## src/rtl/mem_arb_pkg.sv

```systemverilog
// -----------------------------------------------------------------------------
// mem_arb_pkg
// Shared definitions for the two-master memory arbiter: FSM state encodings
// and the default bus widths used by mem_arbiter.
// Configuration macro: MEM_ARB_RR_EN (see rr_arbiter2 / mem_arbiter).
// -----------------------------------------------------------------------------
package mem_arb_pkg;

   localparam int unsigned ADDR_W_DEF = 32;
   localparam int unsigned DATA_W_DEF = 32;

   typedef enum logic [1:0] {
      IDLE   = 2'd0,   // waiting for a request, arbitrates
      ACCESS = 2'd1,   // RAM address/data presented, write strobe if write
      RESP   = 2'd2    // ack pulse to the owner, read data returned
   } arb_state_t;

endpackage : mem_arb_pkg

```

## src/rtl/rr_arbiter2.sv

```systemverilog
// -----------------------------------------------------------------------------
// rr_arbiter2
// Two-requester grant logic (purely combinational).
//   i_req[1:0]  : request vector, bit n = master n
//   i_pointer   : round-robin pointer, master favoured on contention
//   o_grant[1:0]: one-hot grant, all-zero when nothing is requested
// Configuration macro: MEM_ARB_RR_EN
//   defined   -> round-robin, contention grants the pointed master
//   undefined -> fixed priority, master 0 always wins; i_pointer is ignored
// -----------------------------------------------------------------------------
module rr_arbiter2 (
   input  logic [1:0] i_req,
   input  logic       i_pointer,
   output logic [1:0] o_grant
);

`ifdef MEM_ARB_RR_EN
   always_comb begin
      // NOTE: every always_comb output gets a default first so no path can
      // leave it unassigned and infer a latch.
      o_grant = 2'b00;
      if (i_req == 2'b11) begin
         o_grant = i_pointer ? 2'b10 : 2'b01;
      end else begin
         // at most one requester: it simply wins
         o_grant = i_req;
      end
   end
`else
   // The pointer has no meaning under fixed priority.
   logic w_unused_pointer;
   assign w_unused_pointer = i_pointer;

   always_comb begin
      o_grant = 2'b00;
      if (i_req[0]) begin
         o_grant = 2'b01;
      end else if (i_req[1]) begin
         o_grant = 2'b10;
      end
   end
`endif

endmodule : rr_arbiter2

```

## src/rtl/mem_arbiter.sv

```systemverilog
// -----------------------------------------------------------------------------
// mem_arbiter
// Shares one synchronous RAM between a CPU memory stage (m0) and a secondary
// master such as a loader/DMA (m1). Each access takes IDLE -> ACCESS -> RESP:
// req-high to ack is 2 cycles, one access every 3 cycles.
//
// Ports
//   clk, rst                 : clock (rising edge), async active-low reset
//   mN_req/mN_we             : request and write flag of master N
//   mN_addr/mN_wdata         : address and store data of master N
//   mN_ack                   : one-cycle completion pulse (RESP state)
//   mN_rdata                 : load data, held between reads
//   ram_address/ram_data_in  : registered RAM address and write data
//   ram_write_enable         : registered write strobe, high in ACCESS only
//   ram_data_out             : RAM read data, valid one cycle after address
//   busy/owner               : access in progress / master being served
//
// Configuration macro: MEM_ARB_RR_EN (round-robin instead of fixed priority
// with m0 winning; only the round-robin build has a pointer register).
//
// Addresses pass through unmodified; peripheral decode happens downstream.
// -----------------------------------------------------------------------------
module mem_arbiter
   import mem_arb_pkg::*;
#(
   parameter int unsigned ADDR_W = ADDR_W_DEF,
   parameter int unsigned DATA_W = DATA_W_DEF
) (
   input  logic              clk,
   input  logic              rst,

   input  logic              m0_req,
   input  logic              m0_we,
   input  logic [ADDR_W-1:0] m0_addr,
   input  logic [DATA_W-1:0] m0_wdata,
   output logic              m0_ack,
   output logic [DATA_W-1:0] m0_rdata,

   input  logic              m1_req,
   input  logic              m1_we,
   input  logic [ADDR_W-1:0] m1_addr,
   input  logic [DATA_W-1:0] m1_wdata,
   output logic              m1_ack,
   output logic [DATA_W-1:0] m1_rdata,

   output logic [ADDR_W-1:0] ram_address,
   output logic [DATA_W-1:0] ram_data_in,
   output logic              ram_write_enable,
   input  logic [DATA_W-1:0] ram_data_out,

   output logic              busy,
   output logic              owner
);

   arb_state_t        r_state;
   arb_state_t        w_next_state;

   logic              r_owner;
   logic              r_we;
   logic [ADDR_W-1:0] r_ram_address;
   logic [DATA_W-1:0] r_ram_data_in;
   logic              r_ram_we;
   logic [DATA_W-1:0] r_m0_rdata;
   logic [DATA_W-1:0] r_m1_rdata;

   logic [1:0]        w_req;
   logic [1:0]        w_grant;
   logic              w_pointer;
   logic              w_win;          // winning master index

   logic              w_m0_ack;
   logic              w_m1_ack;
   logic              w_busy;
   logic [DATA_W-1:0] w_m0_rdata;
   logic [DATA_W-1:0] w_m1_rdata;

   assign w_req = {m1_req, m0_req};
   assign w_win = w_grant[1];

`ifdef MEM_ARB_RR_EN
   logic r_rr_ptr;

   always_ff @(posedge clk or negedge rst) begin
      if (!rst) begin
         r_rr_ptr <= 1'b0;
      end else if (r_state == IDLE && w_grant != 2'b00) begin
         // point at the master that was not just served
         r_rr_ptr <= w_grant[0];
      end
   end

   assign w_pointer = r_rr_ptr;
`else
   assign w_pointer = 1'b0;
`endif

   rr_arbiter2 u_rr_arbiter2 (
      .i_req     (w_req),
      .i_pointer (w_pointer),
      .o_grant   (w_grant)
   );

   // ---------------------------------------------------------------------------
   // State and datapath registers
   // ---------------------------------------------------------------------------
   always_ff @(posedge clk or negedge rst) begin
      if (!rst) begin
         r_state       <= IDLE;
         r_owner       <= 1'b0;
         r_we          <= 1'b0;
         r_ram_address <= '0;
         r_ram_data_in <= '0;
         r_ram_we      <= 1'b0;
         r_m0_rdata    <= '0;
         r_m1_rdata    <= '0;
      end else begin
         // NOTE: sequential state uses non-blocking assignments so every
         // register samples pre-edge values regardless of statement order.
         r_state <= w_next_state;
         case (r_state)
            IDLE: begin
               if (w_grant != 2'b00) begin
                  r_owner       <= w_win;
                  r_we          <= w_win ? m1_we    : m0_we;
                  r_ram_address <= w_win ? m1_addr  : m0_addr;
                  r_ram_data_in <= w_win ? m1_wdata : m0_wdata;
                  r_ram_we      <= w_win ? m1_we    : m0_we;
               end
            end
            ACCESS: begin
               // write strobe covers the ACCESS cycle only
               r_ram_we <= 1'b0;
            end
            RESP: begin
               if (!r_we) begin
                  if (r_owner) begin
                     r_m1_rdata <= ram_data_out;
                  end else begin
                     r_m0_rdata <= ram_data_out;
                  end
               end
            end
            default: ;
         endcase
      end
   end

   // ---------------------------------------------------------------------------
   // Next state and outputs
   // ---------------------------------------------------------------------------
   always_comb begin
      w_next_state = r_state;
      w_m0_ack     = 1'b0;
      w_m1_ack     = 1'b0;
      w_busy       = 1'b0;
      w_m0_rdata   = r_m0_rdata;
      w_m1_rdata   = r_m1_rdata;
      case (r_state)
         IDLE: begin
            if (w_req != 2'b00) begin
               w_next_state = ACCESS;
            end
         end
         ACCESS: begin
            w_busy       = 1'b1;
            w_next_state = RESP;
         end
         RESP: begin
            w_busy       = 1'b1;
            w_next_state = IDLE;
            // RAM data only becomes valid in RESP, so it is forwarded to the
            // owner alongside the ack and registered at the end of RESP to
            // hold it between reads.
            if (r_owner) begin
               w_m1_ack = 1'b1;
               if (!r_we) begin
                  w_m1_rdata = ram_data_out;
               end
            end else begin
               w_m0_ack = 1'b1;
               if (!r_we) begin
                  w_m0_rdata = ram_data_out;
               end
            end
         end
         default: begin
            w_next_state = IDLE;
         end
      endcase
   end

   assign m0_ack           = w_m0_ack;
   assign m1_ack           = w_m1_ack;
   assign m0_rdata         = w_m0_rdata;
   assign m1_rdata         = w_m1_rdata;
   assign busy             = w_busy;
   assign owner            = r_owner;
   assign ram_address      = r_ram_address;
   assign ram_data_in      = r_ram_data_in;
   assign ram_write_enable = r_ram_we;

endmodule : mem_arbiter

```

## config.mk

```make
export PLATFORM = sky130hd
export DESIGN_NAME = mem_arbiter
export DESIGN_NICKNAME = d
export VERILOG_FILES = /design/src/rtl/mem_arb_pkg.sv /design/src/rtl/rr_arbiter2.sv /design/src/rtl/mem_arbiter.sv
export SDC_FILE = /design/constraint.sdc
export NUM_CORES = 1
export LEC_CHECK = 0
export BUFFER_PORTS_ARGS = -buffer_cell sky130_fd_sc_hd__clkbuf_2
export CAP_MARGIN = 25
export CORE_MARGIN = 1
export CORE_UTILIZATION = 35
export CTS_BUF_LIST = sky130_fd_sc_hd__clkbuf_2
export CTS_CLUSTER_DIAMETER = 150
export DETAILED_ROUTE_END_ITERATION = 12
export REMOVE_ABC_BUFFERS = 1
export SETUP_SLACK_MARGIN = 0.5
export SLEW_MARGIN = 20
export SYNTH_ARGS = -nofsm -noshare
export SYNTH_HDL_FRONTEND = slang
export SYNTH_HIERARCHICAL = 1
export SYNTH_SLANG_ARGS = --single-unit
```

## constraint.sdc

```tcl
create_clock -name clk -period 1.8 [get_ports clk]
set_clock_uncertainty 0.05 [all_clocks]
set_input_delay 0.18 -clock clk [delete_from_list [all_inputs] [get_ports clk]]
set_output_delay 0.18 -clock clk [all_outputs]
set_load 0.05 [all_outputs]
```

# After elaboration in Yosys (flattened, before gate mapping)
# Index checks and enable logic that the tools add are counted.
[totals]
regBits = 133
inputBits = 166
out_inout_bits = 133
wordCells = 43
[classes]
eq_ne = 4
n_mux = 20
bitwise_logic = 2
n_reduce_logical = 9
[op_table]
columns = ["op", "n"]
rows = [
  ["$mux 32", 8],
  ["$mux 1", 7],
  ["$mux 2", 3],
  ["$reduce_and 3->1", 2],
  ["$reduce_bool 2->1", 3],
  ["$ne 2x2->1 const B", 2],
  ["$pmux 2 s2", 1],
  ["$reduce_and 2->1", 2],
  ["$eq 2x1->1 const B", 1],
  ["$eq 2x2->1 const B", 1],
  ["$logic_not 2->1", 1],
  ["$not 1->1", 2],
  ["$pmux 1 s2", 1],
  ["$reduce_or 2->1", 1],
]

# Depth between registers and ports, before layout
[depth]
ltp_word = 5
mapped_depth = 7
ltp_nobuf = 5

# Modules after synthesis
# The synthesis kept the hierarchy.
[by_module_without_submodules]
columns = ["module", "n_inst", "cells_each", "area_per_inst_um2", "seq_area_each_um2"]
rows = [
  ["mem_arbiter", 1, 515, 6588.8, 3328.2],
  ["rr_arbiter2", 1, 2, 21.3, 0.0],
]

# Least setup slack after synthesis
# OpenSTA, ideal clock, no wires.
[synth_timing]
path_type = "reg2out"
from = "register r_owner, in the netlist owner"
to = "output port m0_rdata[10]"
arrival_time_ps = 1730
required_ps = 1570
slack_ps = -160
path_stages_with_launch = 5
path_buffers = 2
path_cell_list = "dfrtp_1 -> buf_6 -> nor3b_4 -> buf_6 -> mux2_2"
[synth_between]
elab_chain_len = 2
[synth_rtl]
columns = ["item", "line", "source"]
rows = [
  ["from (decl)", "mem_arbiter.sv:58", "logic r_owner;"],
  ["from (signal assigned)", "mem_arbiter.sv:123", "r_owner <= w_win;"],
  ["$mux 32", "mem_arbiter.sv:174", "if (r_owner) begin"],
  ["$mux 32", "mem_arbiter.sv:158", "case (r_state)"],
  ["to (decl)", "mem_arbiter.sv:37", "output logic [DATA_W-1:0] m0_rdata,"],
]
# Every way passes these cells.

# Final worst setup path
[layout_timing]
from = "register r_state[0]"
to = "output port m0_rdata[19]"
[layout_between]
elab_chain_len = 2
[layout_rtl]
columns = ["item", "line", "source"]
rows = [
  ["from (decl)", "mem_arbiter.sv:55", "arb_state_t r_state;"],
  ["from (signal assigned)", "mem_arbiter.sv:119", "r_state <= w_next_state;"],
  ["$eq 2x2->1", "mem_arbiter.sv:158", ""],
  ["$mux 32", "mem_arbiter.sv:158", ""],
]
# Every way passes these cells.

==> impl_metrics.env <==
export IMPL_grt_pass1_wl_mm=39.7
export IMPL_wirelength_mm=28.9
export IMPL_fillers=1025
export IMPL_ant_nets=0
export IMPL_met3_length_mm=1.58
export IMPL_route_met2_wl_mm=15.4
export IMPL_htreeDepth=4
export IMPL_grt_pass1_vias=7015
export IMPL_clkPwrFrac=0.065
export IMPL_nNetsFinal=1257
export IMPL_antenna_found_initial=0
export IMPL_relSlewSlack=0.660
export IMPL_total_power_w=0.0274
export IMPL_irDropWorstVdd_v=0.000922
export IMPL_io_pins=299
export IMPL_critPathMaxFanout=7
export IMPL_dpl_cell_area_sq_um=8520
export IMPL_clkSinkCount=133
export IMPL_fin_util=0.755
export IMPL_crit_type="reg2out"
export IMPL_seq_area_sq_um=3330
export IMPL_period_share=1.48
export IMPL_synth_area_per_cell_sq_um=12.8
export IMPL_p_int_w=0.0146
export IMPL_vias_per_cell=5.04
export IMPL_cts_tree="built"
export IMPL_post_drt_wl_per_cell_microns=21.7
export IMPL_die_height_microns=139
export IMPL_fin_ws_ns=-0.869
export IMPL_rsz0062_at_grt="true"
export IMPL_power_leakage_nw=6.72
export IMPL_gp_congestion=0.809
export IMPL_track_usage=0.266
export IMPL_violations="setup timing"
export IMPL_crit_path_end_kind="output port"
export IMPL_drc=0
export IMPL_syn_to_final_growth_pct=108
export IMPL_n_antenna_cell=0
export IMPL_worst_ep_required_time_ns=1.57
export IMPL_num_vias=6689
export IMPL_drt_iter0_drc=305
export IMPL_hold_viol=0
export IMPL_die_area_sq_um=19400
export IMPL_drv_slew=0
export IMPL_p_comb_frac=0.728
export IMPL_dp_hpwl_mm=12.6
export IMPL_cts_made_buffers=17
export IMPL_setup_viol_count_final=134
export IMPL_seq_power_share=0.207
export IMPL_start_kind="flip-flop"
export IMPL_topRoutingLayerUsed="met4"
export IMPL_core_rowCount=49
export IMPL_hp_class="in2reg"
export IMPL_yosysWarnings=6
export IMPL_met1Wirelength_mm=10.9
export IMPL_worstMarginPinSlew_ns=0.510
export IMPL_p_per_area_nw_per_um2=1990
export IMPL_path_clk_slew_ns=0.22
export IMPL_drive_gt1_frac=0.607
export IMPL_status="complete, but fails checks"
export IMPL_insertion_delay_ns=0.75
export IMPL_cap_violations=0
export IMPL_pre_cts_slack_ns=-0.137
export IMPL_syn_area_sq_um=6610
export IMPL_grt_overflow_total=0
export IMPL_p_switching_w=0.0128
export IMPL_netlist_instances=516
export IMPL_whs_ns=0.0876
export IMPL_dr_pass1_iters=4
export IMPL_clockBufferDepth=2
export IMPL_p_sw_frac=0.467
export IMPL_design_area_sq_um=13700
export IMPL_initial_core_util=0.363
export IMPL_multi_input_area_sq_um=3690
export IMPL_grt_max_degree=47
export IMPL_min_period_ns=2.67
export IMPL_numPortBuffers=298
export IMPL_fmax_mhz=375
export IMPL_die_w_microns=139
export IMPL_cts_root_buf="clkbuf_2"
export IMPL_worstPathArrival_ns=2.44
export IMPL_coreArea_sq_um=18200
## layout make-up
class	count	area share
Inverter	3	0.00118
Multi-Input combinational cell	345	0.268
Sequential cell	133	0.242
Clock inverter	14	0.00956
Timing Repair Buffer	586	0.451
Clock buffer	18	0.00655
Tap cell	229	0.0208
## sequential cells by signal, indices dropped and copies added (netlist names)
register and cells:
r_m0_rdata 32, owner 1, r_state 2, r_we 1, r_m1_rdata 32, ram_address 32, ram_write_enable 1, ram_data_in 32
## worst paths after layout
kind,startpoint,endpoint,slack (ns),cells past startpoint
max,r_state[0]$_DFFE_PN0P_,m0_rdata[19],-0.87,7
min,m0_req,owner$_DFFE_PN0P_,0.09,4
max reg2reg,r_state[0]$_DFFE_PN0P_,r_m1_rdata[21]$_DFFE_PN0P_,-0.42,13
min reg2reg,r_m1_rdata[18]$_DFFE_PN0P_,r_m1_rdata[18]$_DFFE_PN0P_,0.48,1
max in group asynchronous,rst,r_m1_rdata[16]$_DFFE_PN0P_,0.71,4
min in group asynchronous,rst,r_m0_rdata[14]$_DFFE_PN0P_,0.36,3
## metal layers
layer  vias up  track usage
li1       2979            -
met1      3297        0.319
met2       341        0.473
met3        72       0.0509
met4         0       0.0977
met5         -            0
## power groups by stage
stage               clock network [W]  logic [W]  registers, W
finish                        0.00178     0.0199       0.00567
global route                  0.00193     0.0206       0.00580
CTS                           0.00177     0.0175       0.00538
detailed placement                  0     0.0120       0.00530
global placement                    0     0.0119       0.00526
floorplan                           0    0.00661       0.00768
## repair_timing
item                                   CTS  global route
buffers inserted                        43            18
setup endpoints to repair              266           266
endpoints found under the hold margin  266             1
gates cloned                            15             9
hold buffers                           167             1
pin swaps                                3            12
gates resized for setup                415           217
## per-stage QoR
stage          cells  TNS, ns
3_3_place_gp    1043    -2.65
5_1_grt         1328   -90.44
3_5_place_dp    1043    -5.15
6_report        1328   -77.07
2_1_floorplan    480  -179.58
4_1_cts         1300   -71.50
## cells in the final DEF, fill, tap and decap left out, types with 5 or more instances in the layout
| cell | instances |
|---|---|
| nand2_2 | 24 |
| mux2i_1 | 65 |
| buf_8 | 64 |
| buf_6 | 34 |
| nand2_1 | 29 |
| clkinv_4 | 5 |
| clkbuf_8 | 65 |
| mux2_2 | 24 |
| buf_16 | 14 |
| buf_12 | 17 |
| mux2_4 | 106 |
| clkbuf_2 | 182 |
| clkbuf_16 | 16 |
| dfrtp_1 | 133 |
| dlygate4sd3_1 | 166 |
| o21ai_2 | 29 |
| o21ai_1 | 26 |
| o21ai_0 | 8 |
| nand2_4 | 14 |
| buf_4 | 44 |
## critical path: stages, from the launching register on
cell,delay [ns]
dfrtp_1,0.44
inv_2,0.08
ha_4,0.12
nor3b_4,0.22
buf_6,0.17
buf_16,0.15
mux2_4,0.32
clkbuf_16,0.17
Power figures use the tool's default switching activity.
